<file path="src/rtl/sar_pkg.sv">
// ---------------------------------------------------------------------------
// sar_pkg
//   Shared types and helpers for the SAR conversion scheduler.
//
//   Contents:
//     BIT_ADC_DEF  default SAR result width
//     RR_MAX_CH    largest channel count the round-robin helper supports
//     sar_state_e  scheduler FSM state encoding
//     rr_next_ch() round-robin next-channel search over an enable mask
// ---------------------------------------------------------------------------
package sar_pkg;

  localparam int BIT_ADC_DEF = 6;
  localparam int RR_MAX_CH   = 16;

  typedef enum logic [2:0] {
    ST_IDLE    = 3'd0,
    ST_SELECT  = 3'd1,
    ST_SETTLE  = 3'd2,
    ST_START   = 3'd3,
    ST_CONVERT = 3'd4,
    ST_ACCUM   = 3'd5,
    ST_OUTPUT  = 3'd6
  } sar_state_e;

  // Returns the first enabled channel found by searching upward from
  // (cur + 1) mod n_ch with wrap-around. The last candidate examined is cur
  // itself, so a single enabled channel picks itself again. With an empty
  // mask the result is cur (callers gate on the mask being non-zero).
  // The loop runs downward so that the smallest offset is the last writer.
  function automatic int rr_next_ch(input int cur,
                                    input logic [RR_MAX_CH-1:0] mask,
                                    input int n_ch);
    int pick;
    int idx;
    pick = cur;
    for (int k = RR_MAX_CH; k >= 1; k--) begin
      if (k <= n_ch) begin
        idx = cur + k;
        if (idx >= n_ch) begin
          idx = idx - n_ch;
        end
        if (mask[idx[3:0]]) begin
          pick = idx;
        end
      end
    end
    return pick;
  endfunction

endpackage

</file>
<file path="src/rtl/sar_rr_pick.sv">
// ---------------------------------------------------------------------------
// sar_rr_pick
//   Combinational round-robin channel finder. Given the current channel and
//   an enable mask it returns the next enabled channel above the current one
//   (wrapping), falling back to the current channel when it is the only one
//   enabled.
//
//   Parameters:
//     N_CH  number of channels (2..16)
//     CH_W  channel index width, clog2(N_CH)
//   Ports:
//     cur_ch   in   CH_W  channel the search starts after
//     mask     in   N_CH  enable mask, bit i = channel i
//     next_ch  out  CH_W  picked channel
//     any_en   out  1     at least one channel enabled
// ---------------------------------------------------------------------------
module sar_rr_pick
  import sar_pkg::*;
#(
  parameter int N_CH = 4,
  parameter int CH_W = 2
) (
  input  logic [CH_W-1:0] cur_ch,
  input  logic [N_CH-1:0] mask,
  output logic [CH_W-1:0] next_ch,
  output logic            any_en
);

  logic [RR_MAX_CH-1:0] mask_ext;

  always_comb begin
    mask_ext            = '0;
    mask_ext[N_CH-1:0]  = mask;
  end

  assign next_ch = CH_W'(rr_next_ch(int'(cur_ch), mask_ext, N_CH));
  assign any_en  = |mask;

endmodule

</file>
<file path="src/rtl/sar_conv_scheduler.sv">
// ---------------------------------------------------------------------------
// sar_conv_scheduler
//   Multi-channel conversion sequencer for the SAR ADC. Scans the enabled mux
//   channels round-robin, waits a programmable settle time after every mux
//   switch, fires a one-cycle active-low start pulse at the SAR logic, waits
//   for a rising EOC and averages 2^AVG_LOG2 samples per channel. Each
//   averaged result is presented with a one-cycle RESULT_VALID pulse.
//
//   Handshake: there is no back-pressure. RESULT_VALID is high for exactly
//   one cycle per result; RESULT_CH/RESULT_DATA are valid in that cycle and
//   hold until the next result. SAR_XRST low for one cycle requests one
//   conversion; a low-to-high transition of SAR_EOC marks it complete, with
//   SAR_DOUT valid in the cycle EOC is first seen high.
//
//   Ports:
//     CLK, XRST     clock, synchronous active-low reset
//     EN            scan enable (level)
//     CH_MASK       channel enable mask, sampled in SELECT only
//     SETTLE_CYC    settle cycles after a mux change (0 = one pass-through)
//     MUX_SEL       analog mux select (registered)
//     SAR_XRST      start pulse to the SAR logic, low in START only
//     SAR_EOC       end of conversion from the SAR logic
//     SAR_DOUT      SAR result
//     RESULT_VALID  one-cycle pulse: averaged result ready
//     RESULT_CH     channel of the result
//     RESULT_DATA   averaged (truncated) result
//     BUSY          FSM not in IDLE
//     ERR_TIMEOUT   sticky EOC-timeout flag, cleared only by reset
//
//   All outputs are flops loaded from the next-state decode, so each output
//   changes in the same cycle as the state it belongs to.
// ---------------------------------------------------------------------------
module sar_conv_scheduler
  import sar_pkg::*;
#(
  parameter int BIT_ADC     = BIT_ADC_DEF,
  parameter int N_CH        = 4,
  parameter int CH_W        = 2,
  parameter int AVG_LOG2    = 2,
  parameter int SETTLE_W    = 4,
  parameter int TIMEOUT_CYC = 32
) (
  input  logic                CLK,
  input  logic                XRST,
  input  logic                EN,
  input  logic [N_CH-1:0]     CH_MASK,
  input  logic [SETTLE_W-1:0] SETTLE_CYC,
  output logic [CH_W-1:0]     MUX_SEL,
  output logic                SAR_XRST,
  input  logic                SAR_EOC,
  input  logic [BIT_ADC-1:0]  SAR_DOUT,
  output logic                RESULT_VALID,
  output logic [CH_W-1:0]     RESULT_CH,
  output logic [BIT_ADC-1:0]  RESULT_DATA,
  output logic                BUSY,
  output logic                ERR_TIMEOUT
);

  localparam int ACC_W = BIT_ADC + AVG_LOG2;
  localparam int CNT_W = AVG_LOG2 + 1;
  localparam int TMR_W = $clog2(TIMEOUT_CYC + 1);

  localparam logic [CNT_W-1:0]    N_SAMPLES  = CNT_W'(2 ** AVG_LOG2);
  // The timer holds the number of cycles elapsed since the start pulse
  // cycle. Flagging at TIMEOUT_CYC-1 makes ERR_TIMEOUT (a flop) visible
  // exactly TIMEOUT_CYC cycles after the start pulse.
  localparam logic [TMR_W-1:0]    TMR_LIMIT  = TMR_W'(TIMEOUT_CYC - 1);
  localparam logic [TMR_W-1:0]    TMR_ONE    = TMR_W'(1);
  localparam logic [SETTLE_W-1:0] SETTLE_ONE = SETTLE_W'(1);
  localparam logic [CNT_W-1:0]    CNT_ONE    = CNT_W'(1);

  // State and datapath registers
  sar_state_e          state_q, state_d;
  logic [CH_W-1:0]     mux_sel_q, mux_sel_d;
  logic [ACC_W-1:0]    acc_q, acc_d;
  logic [CNT_W-1:0]    cnt_q, cnt_d;
  logic [TMR_W-1:0]    tmr_q, tmr_d;
  logic [SETTLE_W-1:0] settle_q, settle_d;
  logic                eoc_prev_q, eoc_prev_d;
  // Set by reset: the first channel search starts at channel 0 and the first
  // selection is treated as a mux change, since the analog mux state is not
  // known to have settled.
  logic                first_q, first_d;

  // Registered outputs
  logic                sar_xrst_q, sar_xrst_d;
  logic                result_valid_q, result_valid_d;
  logic [CH_W-1:0]     result_ch_q, result_ch_d;
  logic [BIT_ADC-1:0]  result_data_q, result_data_d;
  logic                busy_q, busy_d;
  logic                err_q, err_d;

  // Round-robin pick
  logic [CH_W-1:0]     search_from;
  logic [CH_W-1:0]     pick_ch;
  logic                any_en;
  logic                eoc_rise;

  // Searching "after N_CH-1" wraps to channel 0 as the first candidate.
  assign search_from = first_q ? CH_W'(N_CH - 1) : mux_sel_q;

  sar_rr_pick #(
    .N_CH (N_CH),
    .CH_W (CH_W)
  ) u_rr_pick (
    .cur_ch  (search_from),
    .mask    (CH_MASK),
    .next_ch (pick_ch),
    .any_en  (any_en)
  );

  // EOC that was already high before CONVERT never produces a rise here.
  assign eoc_rise = SAR_EOC & ~eoc_prev_q;

  always_comb begin
    state_d       = state_q;
    mux_sel_d     = mux_sel_q;
    acc_d         = acc_q;
    cnt_d         = cnt_q;
    tmr_d         = tmr_q;
    settle_d      = settle_q;
    eoc_prev_d    = SAR_EOC;
    first_d       = first_q;
    result_ch_d   = result_ch_q;
    result_data_d = result_data_q;
    err_d         = err_q;

    case (state_q)
      ST_IDLE: begin
        if (EN && any_en) begin
          state_d = ST_SELECT;
        end
      end

      ST_SELECT: begin
        if (!EN || !any_en) begin
          state_d = ST_IDLE;
        end else begin
          mux_sel_d = pick_ch;
          acc_d     = '0;
          cnt_d     = '0;
          settle_d  = SETTLE_CYC;
          first_d   = 1'b0;
          // A single enabled channel keeps the mux where it is: no settle.
          if ((pick_ch == mux_sel_q) && !first_q) begin
            state_d = ST_START;
          end else begin
            state_d = ST_SETTLE;
          end
        end
      end

      ST_SETTLE: begin
        // Counts SETTLE_CYC cycles; 0 and 1 both take a single cycle.
        if (!EN) begin
          state_d = ST_IDLE;
        end else if (settle_q <= SETTLE_ONE) begin
          state_d = ST_START;
        end else begin
          settle_d = settle_q - SETTLE_ONE;
        end
      end

      ST_START: begin
        tmr_d   = TMR_ONE;
        state_d = ST_CONVERT;
      end

      ST_CONVERT: begin
        if (eoc_rise) begin
          acc_d   = acc_q + ACC_W'(SAR_DOUT);
          state_d = ST_ACCUM;
        end else if (tmr_q == TMR_LIMIT) begin
          // Abandon the channel: its partial accumulation is discarded.
          err_d   = 1'b1;
          acc_d   = '0;
          cnt_d   = '0;
          state_d = EN ? ST_SELECT : ST_IDLE;
        end else begin
          tmr_d = tmr_q + TMR_ONE;
        end
      end

      ST_ACCUM: begin
        cnt_d = cnt_q + CNT_ONE;
        if (cnt_d == N_SAMPLES) begin
          state_d       = ST_OUTPUT;
          result_data_d = acc_q[ACC_W-1:AVG_LOG2];
          result_ch_d   = mux_sel_q;
        end else if (!EN) begin
          // Partial average is dropped; nothing is reported.
          state_d = ST_IDLE;
        end else begin
          state_d = ST_START;
        end
      end

      ST_OUTPUT: begin
        state_d = EN ? ST_SELECT : ST_IDLE;
      end

      default: begin
        state_d = ST_IDLE;
      end
    endcase

    sar_xrst_d     = (state_d != ST_START);
    result_valid_d = (state_d == ST_OUTPUT);
    busy_d         = (state_d != ST_IDLE);
  end

  always_ff @(posedge CLK) begin
    if (!XRST) begin
      state_q        <= ST_IDLE;
      mux_sel_q      <= '0;
      acc_q          <= '0;
      cnt_q          <= '0;
      tmr_q          <= '0;
      settle_q       <= '0;
      eoc_prev_q     <= 1'b0;
      first_q        <= 1'b1;
      sar_xrst_q     <= 1'b1;
      result_valid_q <= 1'b0;
      result_ch_q    <= '0;
      result_data_q  <= '0;
      busy_q         <= 1'b0;
      err_q          <= 1'b0;
    end else begin
      state_q        <= state_d;
      mux_sel_q      <= mux_sel_d;
      acc_q          <= acc_d;
      cnt_q          <= cnt_d;
      tmr_q          <= tmr_d;
      settle_q       <= settle_d;
      eoc_prev_q     <= eoc_prev_d;
      first_q        <= first_d;
      sar_xrst_q     <= sar_xrst_d;
      result_valid_q <= result_valid_d;
      result_ch_q    <= result_ch_d;
      result_data_q  <= result_data_d;
      busy_q         <= busy_d;
      err_q          <= err_d;
    end
  end

  assign MUX_SEL      = mux_sel_q;
  assign SAR_XRST     = sar_xrst_q;
  assign RESULT_VALID = result_valid_q;
  assign RESULT_CH    = result_ch_q;
  assign RESULT_DATA  = result_data_q;
  assign BUSY         = busy_q;
  assign ERR_TIMEOUT  = err_q;

endmodule
</file>
<file path="config.mk">
export PLATFORM = sky130hd
export DESIGN_NAME = sar_conv_scheduler
export DESIGN_NICKNAME = d
export VERILOG_FILES = /design/src/rtl/sar_pkg.sv /design/src/rtl/sar_rr_pick.sv /design/src/rtl/sar_conv_scheduler.sv
export SDC_FILE = /design/constraint.sdc
export NUM_CORES = 1
export LEC_CHECK = 0
export CELL_PAD_IN_SITES_DETAIL_PLACEMENT = 1
export CELL_PAD_IN_SITES_GLOBAL_PLACEMENT = 1
export CORE_ASPECT_RATIO = 0.8
export CORE_MARGIN = 2
export CORE_UTILIZATION = 40
export CTS_CLUSTER_DIAMETER = 100
export CTS_CLUSTER_SIZE = 20
export DETAILED_ROUTE_END_ITERATION = 8
export HOLD_SLACK_MARGIN = 0.06
export PLACE_DENSITY_LB_ADDON = 0.08
export SYNTH_ARGS = -nofsm -noshare
export SYNTH_HDL_FRONTEND = slang
export SYNTH_SLANG_ARGS = --single-unit
</file>
<file path="constraint.sdc">
create_clock -name CLK -period 3 [get_ports CLK]
set_clock_uncertainty 0.2 [all_clocks]
set_input_delay 0.6 -clock CLK [delete_from_list [all_inputs] [get_ports CLK]]
set_output_delay 0.6 -clock CLK [all_outputs]
set_load 0.03 [all_outputs]
</file>
## Word-level counts from Yosys, hierarchy flattened

Index checks and enable logic that the tools add are counted.

- Bits in registers: 40
- Bits of input ports: 18
- Output and inout bits: 14
- Logic and storage cells: 120

- Add/subtract/negate cells: 12
- $lt $le $gt $ge: 9
- Eq/ne operators: 18
- Multiplexer cells: 43
- Bitwise logic cells: 4
- Reductions and logical operators: 20

Operator list:

| kind | count |
|---|---|
| 32-bit by 4-bit >= comparator with 1-bit output, second input constant | 4 |
| 4-bit 2-to-1 mux | 7 |
| 3-bit 2-to-1 mux | 9 |
| 8-bit 2-to-1 mux | 3 |
| 3-bit case mux with 7 select lines | 1 |
| 4-bit by 5-bit less-than comparator with 1-bit output, second input constant | 4 |
| 1-bit binary-select mux with 4-bit select | 4 |
| 8-bit case mux with 2 select lines | 1 |
| 3-bit == test, second input constant | 5 |
| 2-bit 2-to-1 mux | 7 |
| 6-bit 2-to-1 mux | 2 |
| 2-bit inequality test, second input constant | 6 |
| 6-bit case mux with 2 select lines | 1 |
| 3-bit by 3-bit subtractor with 4-bit output, second input constant | 3 |
| 3-bit case mux with 3 select lines | 1 |
| 3-bit AND reduction | 3 |
| 8-bit by 6-bit adder with 8-bit output | 1 |
| 4-bit case mux with 2 select lines | 1 |
| 4-bit AND reduction | 2 |
| 2-bit by 2-bit adder with 3-bit output, second input constant | 2 |
| 6-bit by 1-bit adder with 6-bit output, second input constant | 1 |
| 3-bit by 2-bit == test with 1-bit output, second input constant | 2 |
| 6-bit by 5-bit == test with 1-bit output, second input constant | 1 |
| 1-bit 2-to-1 mux | 6 |
| 20 further kinds | 29 |

## Logic depth before layout (Yosys ltp)

- Depth in word-level cells: 16
- Depth in mapped cells: 10

## Cells and area by module

Synthesis repeated with hierarchy kept, for this count alone.

- Cell total of the unflattened synthesis: 271
- Area, all modules: 2446.1 µm²

Modules (own cells, without submodules):

| module | instances | cells an instance | area an instance (µm²) | sequential area each (µm²) |
|---|---|---|---|---|
| sar_conv_scheduler | 1 | 241 | 2189.6 | 800.8 |
| sar_rr_pick | 1 | 30 | 256.5 | 0.0 |

## Least setup slack after synthesis

No wires, ideal clock.

- Kind: reg2reg
- Start point: reg mux_sel_q[0], in the netlist MUX_SEL[0]
- End point: reg sar_xrst_q, in the netlist SAR_XRST
- Library setup time: 0.129 ns
- Arrival time: 2.110 ns
- Setup slack: 0.561 ns
- Stages on the path, launching flop included: 11
- Buffers on the path: 1
- Path through: dfxtp_1 -> buf_2 -> nor2_1 -> inv_1 -> ha_1 -> o211a_1 -> a311oi_1 -> o211ai_1 -> a21oi_1 -> xnor2_1 -> a2bb2oi_1

- Longest elaborated chain between the ends: 16
- Elaborated cells on any way between the ends: 35
- Classes of those cells: 8 x add/sub; 4 x order compare; 2 x eq/ne; 20 x mux; 1 x reduce/logical

Ends and longest elaborated chain:

| element | line | text |
|---|---|---|
| start, declared | sar_conv_scheduler.sv:74 | `logic [CH_W-1:0] mux_sel_q, mux_sel_d;` |
| start signal, assigned | sar_conv_scheduler.sv:230 | `mux_sel_q <= mux_sel_d;` |
| 2-bit 2-to-1 mux | sar_conv_scheduler.sv:100 | `assign search_from = first_q ? CH_W'(N_CH - 1) : mux_sel_q;` |
| 2-bit by 3-bit adder with 4-bit output | sar_pkg.sv:39 | `idx = cur + k;` |
| 32-bit by 4-bit >= comparator with 1-bit output / 4-bit by 3-bit subtractor with 4-bit output (equally long branches) | sar_pkg.sv:40, sar_pkg.sv:41 |  |
| 4-bit 2-to-1 mux | sar_pkg.sv:40 | `if (idx >= n_ch) begin` |
| 1-bit binary-select mux with 4-bit select | sar_pkg.sv:43 | `if (mask[idx[3:0]]) begin` |
| 1-bit 2-to-1 mux (not written as such) | sar_pkg.sv:43 |  |
| 2-bit 2-to-1 mux (4 in a row) | sar_pkg.sv:43 |  |
| 2-bit == test * | sar_conv_scheduler.sv:145 | `if ((pick_ch == mux_sel_q) && !first_q) begin` |
| 1-bit logical AND * | sar_conv_scheduler.sv:145 |  |
| 1-bit 2-to-1 mux * | sar_conv_scheduler.sv:145 |  |
| 2-bit 2-to-1 mux * | sar_conv_scheduler.sv:136 | `if (!EN \|\| !any_en) begin` |
| 3-bit case mux with 7 select lines * | sar_conv_scheduler.sv:128 | `case (state_q)` |
| 3-bit by 2-bit inequality test with 1-bit output * | sar_conv_scheduler.sv:207 | `sar_xrst_d = (state_d != ST_START);` |
| end signal, assigned | sar_conv_scheduler.sv:237 | `sar_xrst_q <= sar_xrst_d;` |
| end, declared | sar_conv_scheduler.sv:86 | `logic sar_xrst_q, sar_xrst_d;` |

Every way passes the cells marked *; elsewhere a longest branch is shown, timed or not. The select of a mux whose other input is x is not followed.
A chain may end at the register's enable or synchronous reset.

## Final worst setup path

- Start point: reg mux_sel_q[0], in the netlist MUX_SEL[0]
- End point: reg state_q[0]

- Longest elaborated chain between the ends: 15
- Elaborated cells on any way between the ends: 34
- Classes of those cells: 8 x add/sub; 4 x order compare; 1 x eq/ne; 20 x mux; 1 x reduce/logical

Ends and longest elaborated chain:

| element | line | text |
|---|---|---|
| 2-bit 2-to-1 mux | sar_conv_scheduler.sv:100 |  |
| 2-bit by 3-bit adder with 4-bit output | sar_pkg.sv:39 |  |
| 32-bit by 4-bit >= comparator with 1-bit output / 4-bit by 3-bit subtractor with 4-bit output (equally long branches) | sar_pkg.sv:40, sar_pkg.sv:41 |  |
| 4-bit 2-to-1 mux | sar_pkg.sv:40 |  |
| 1-bit binary-select mux with 4-bit select | sar_pkg.sv:43 |  |
| 1-bit 2-to-1 mux (not written as such) | sar_pkg.sv:43 |  |
| 2-bit 2-to-1 mux (4 in a row) | sar_pkg.sv:43 |  |
| 2-bit == test * | sar_conv_scheduler.sv:145 |  |
| 1-bit logical AND * | sar_conv_scheduler.sv:145 |  |
| 1-bit 2-to-1 mux * | sar_conv_scheduler.sv:145 |  |
| 2-bit 2-to-1 mux * | sar_conv_scheduler.sv:136 |  |
| 3-bit case mux with 7 select lines * | sar_conv_scheduler.sv:128 |  |
| end signal, assigned | sar_conv_scheduler.sv:229 | `state_q <= state_d;` |
| end, declared | sar_conv_scheduler.sv:73 | `sar_state_e state_q, state_d;` |

Marks and branches as above.

==> flow_metrics.tcl <==
set metrics [dict create \
    status "complete, no violations" \
    worstHoldPathType "reg2reg" \
    setup_slack_ps 362.9 \
    top_usage_layer "met2" \
    routedWlPerCell_um 14.95 \
    grt_pass1_vias 2109 \
    placed_area_um2 2746 \
    path_class "reg2reg" \
    cts.path.max_buffers 2 \
    fin_setup_tns_ps 0 \
    maxCapViolCount 0 \
    numCtsBuffers 5 \
    synth-xor-area-share_pct 3.365 \
    hp-start "RESULT_CH[1]" \
    synthMuxAreaShare_pct 1.282 \
    dp_slack_ps 102.8 \
    start_util_pct 42.16 \
    postSynthCellCount 276 \
    tightest_slew_ps 585.3 \
    via_per_inst 5.386 \
    cts_tree "done" \
    fp-row-count 24 \
    post_cts_buffers 0 \
    rsz0062_at_grt "false" \
    coreArea_um2 5555 \
    hpwlAfterDp_um 4465 \
    yosys.area_share.simple_pct 26.34 \
    synth_compound_area_share_pct 23.66 \
    routed_wirelength_um 5815 \
    ir_drop_uv 223.6 \
    hold_violations 0 \
    use_met3_pct 5.347 \
    crit_end "state_q[0]" \
    met2_usage_pct 30.56 \
    use_met1_pct 26.63 \
    fmax_mhz 379.2 \
    antenna_found_initial 0 \
    r2r-end "state_q[0]" \
    final_max_slew_viol_count 0 \
    clk_latency_ps 300 \
    p_total_mw 1.173 \
    setup_violations 0 \
    cts_resized 0 \
    layout_min_cycle_time_ps 2637 \
    vias 2095 \
    h-tree-depth 2 \
    final_core_util_pct 51.51 \
    ys_ff_latch 40 \
    reg2reg_depth 9 \
    grt_pass1_wl_um 9908 \
    root_buffer "clkbuf_8" \
    yosys_warnings 0 \
    io_pins 32 \
    power.density_nw_per_um2 410.0 \
    drc 0 \
    synth_top_family_by_area "simple AND/OR/NAND/NOR gates" \
    crit_required_ps 3020 \
    area_delta_synth_final_pct 22.17 \
    grt.total_usage_pct 19.70 \
    r2r_slack_ps 360 \
    cts_sinks 40 \
    hold_buffers 0 \
    synth_edf_count 0 \
    globalplace.congestion 0.8593 \
    ys_seq_area_share_pct 34.19 \
    reg2reg_from "MUX_SEL[0]" \
    cp-end-kind "flip-flop" \
    io_buffer_count 31 \
    avgSynthCellArea_um2 8.486 \
    cts.clk_slew.worst_paths_ps 90 \
    fin_nets 342 \
    crit_path_start "MUX_SEL[0]" \
    drive_above_1_share_pct 7.717 \
    ant_nets 0 \
    crit_path_start_kind "flip-flop" \
    synth_nets 308 \
    grt_remaining_overflow 0 \
    grt_max_degree 33 \
    n_antenna_cell 0 \
    die_area_um2 6488 \
    yosysUniqueCellTypes 55 \
    p_leak_nw 1.060 \
    syn_area_um2 2342 \
    arrival_ps 2660 \
    first_pass_iters 4 \
    chipWidth_um 89.56 \
    async_flop_share_pct 0 \
    chipHeight_um 72.45 \
    relSlewSlack_pct 60.68 \
    design_area_um2 2861 \
    fin_crit_sh_pct 87.90 \
    synthFlopType "dfxtp_1" \
    path_max_fanout 12 \
    synth_fa_ha_area_share_pct 7.799 \
    drtIter0Drc 43 \
]
-- worst min-delay path by stage --
stage	slack (ps)	cells past startpoint	endpoint
after floorplan	250	2	RESULT_DATA[5]
after global placement	250	1	ERR_TIMEOUT
after detailed placement	260	1	ERR_TIMEOUT
after CTS	280	2	RESULT_CH[1]
after global routing	290	1	ERR_TIMEOUT
final	270	2	RESULT_CH[1]
-- critical path: stages (launching register included) --
cell and delay [ps]:
dfxtp_1 440, nor2_1 360, inv_1 100, ha_1 370, nor2b_1 140, o21ai_0 90, o2111a_1 210, nor2_1 160
nor4b_2 320, o2bb2ai_1 170
-- cell families after synthesis --
family,Yosys count
AOI/OAI and AO/OA,79
xor gates and xnor gates,9
adders and majority gates,14
buffers and inverters,17
DFF,40
muxes,3
and+or+nand+nor,114
-- layout make-up --
| type | instances | area (µm²) |
|---|---|---|
| Tap cell | 78 | 97.59 |
| Sequential cell | 40 | 800.8 |
| Multi-Input combinational cell | 219 | 1463 |
| Inverter | 6 | 22.52 |
| Fill cell | 683 | 2694 |
| Clock inverter | 3 | 46.29 |
| Timing Repair Buffer | 38 | 362.8 |
| Clock buffer | 5 | 68.82 |
-- power breakdown --
part | internal [mW] | leakage [nW] | switching [mW]
registers | 0.540 | 0.323 | 0.0117
clock network | 0.251 | 0.0548 | 0.205
logic | 0.0799 | 0.681 | 0.0862
total | 0.870 | 1.06 | 0.303
-- layer usage --
| layer | up-vias | wire length [µm] |
|---|---|---|
| li1 | 1060 | - |
| met1 | 992 | 2903 |
| met2 | 32 | 2645 |
| met3 | 11 | 169 |
| met4 | 0 | 97 |
| met5 | - | 0 |
-- Yosys cell counts (all sizes together) (2+ instances only) --
master / instances / area share (%)
and2: 7 / 1.9
nor2b: 11 / 2.9
a211oi: 2 / 0.64
xnor2: 4 / 1.5
nand2: 38 / 6.1
o21ai: 19 / 4.2
o31ai: 2 / 0.64
a22oi: 7 / 2.2
nand2b: 6 / 1.6
a21oi: 14 / 3.0
nor2: 16 / 2.6
dfxtp: 40 / 34
a21o: 2 / 0.64
ha: 13 / 6.9
o2bb2ai: 2 / 1.0
nor3: 5 / 1.1
nand3: 5 / 1.1
a2bb2oi: 2 / 0.75
mux2i: 3 / 1.3
inv: 6 / 0.96
nor3b: 7 / 2.7
clkbuf: 4 / 0.64
or3b: 2 / 0.75
nand4: 2 / 0.53
a21boi: 10 / 3.2
o211ai: 3 / 1.2
xor2: 5 / 1.9
o211a: 3 / 1.3
o21a: 4 / 1.3
and3: 2 / 0.53
nor4b: 2 / 1.3
buf: 7 / 1.8
or3: 7 / 1.9
-- sequential cells by signal, indices dropped and copies added, names as in the netlist --
register	cells
BUSY	1
RESULT_DATA	6
RESULT_VALID	1
state_q	3
ERR_TIMEOUT	1
RESULT_CH	2
tmr_q	6
acc_q	8
eoc_prev_q	1
first_q	1
MUX_SEL	2
SAR_XRST	1
cnt_q	3
settle_q	4
-- cell usage in the layout (no fill, tap or decap), drive strengths merged, types with 7 or more instances in the layout --
master         instances
nor2b                 11
a22oi                  7
clkdlybuf4s50         31
nand2                 38
ha                    13
or3                    7
buf                    7
o21ai                 19
dfxtp                 40
inv                    7
a21oi                 14
a21boi                10
nor3b                  7
and2                   7
nor2                  16
-- stage by stage --
| stage | instances | hold WS (ps) |
|---|---|---|
| 6_report | 389 | 267.5 |
| 3_3_place_gp | 381 | 248.4 |
| 2_1_floorplan | 276 | 253.5 |
| 5_1_grt | 389 | 287.3 |
| 4_1_cts | 389 | 276.7 |
| 3_5_place_dp | 381 | 262.5 |
Power figures use the tool's default switching activity.
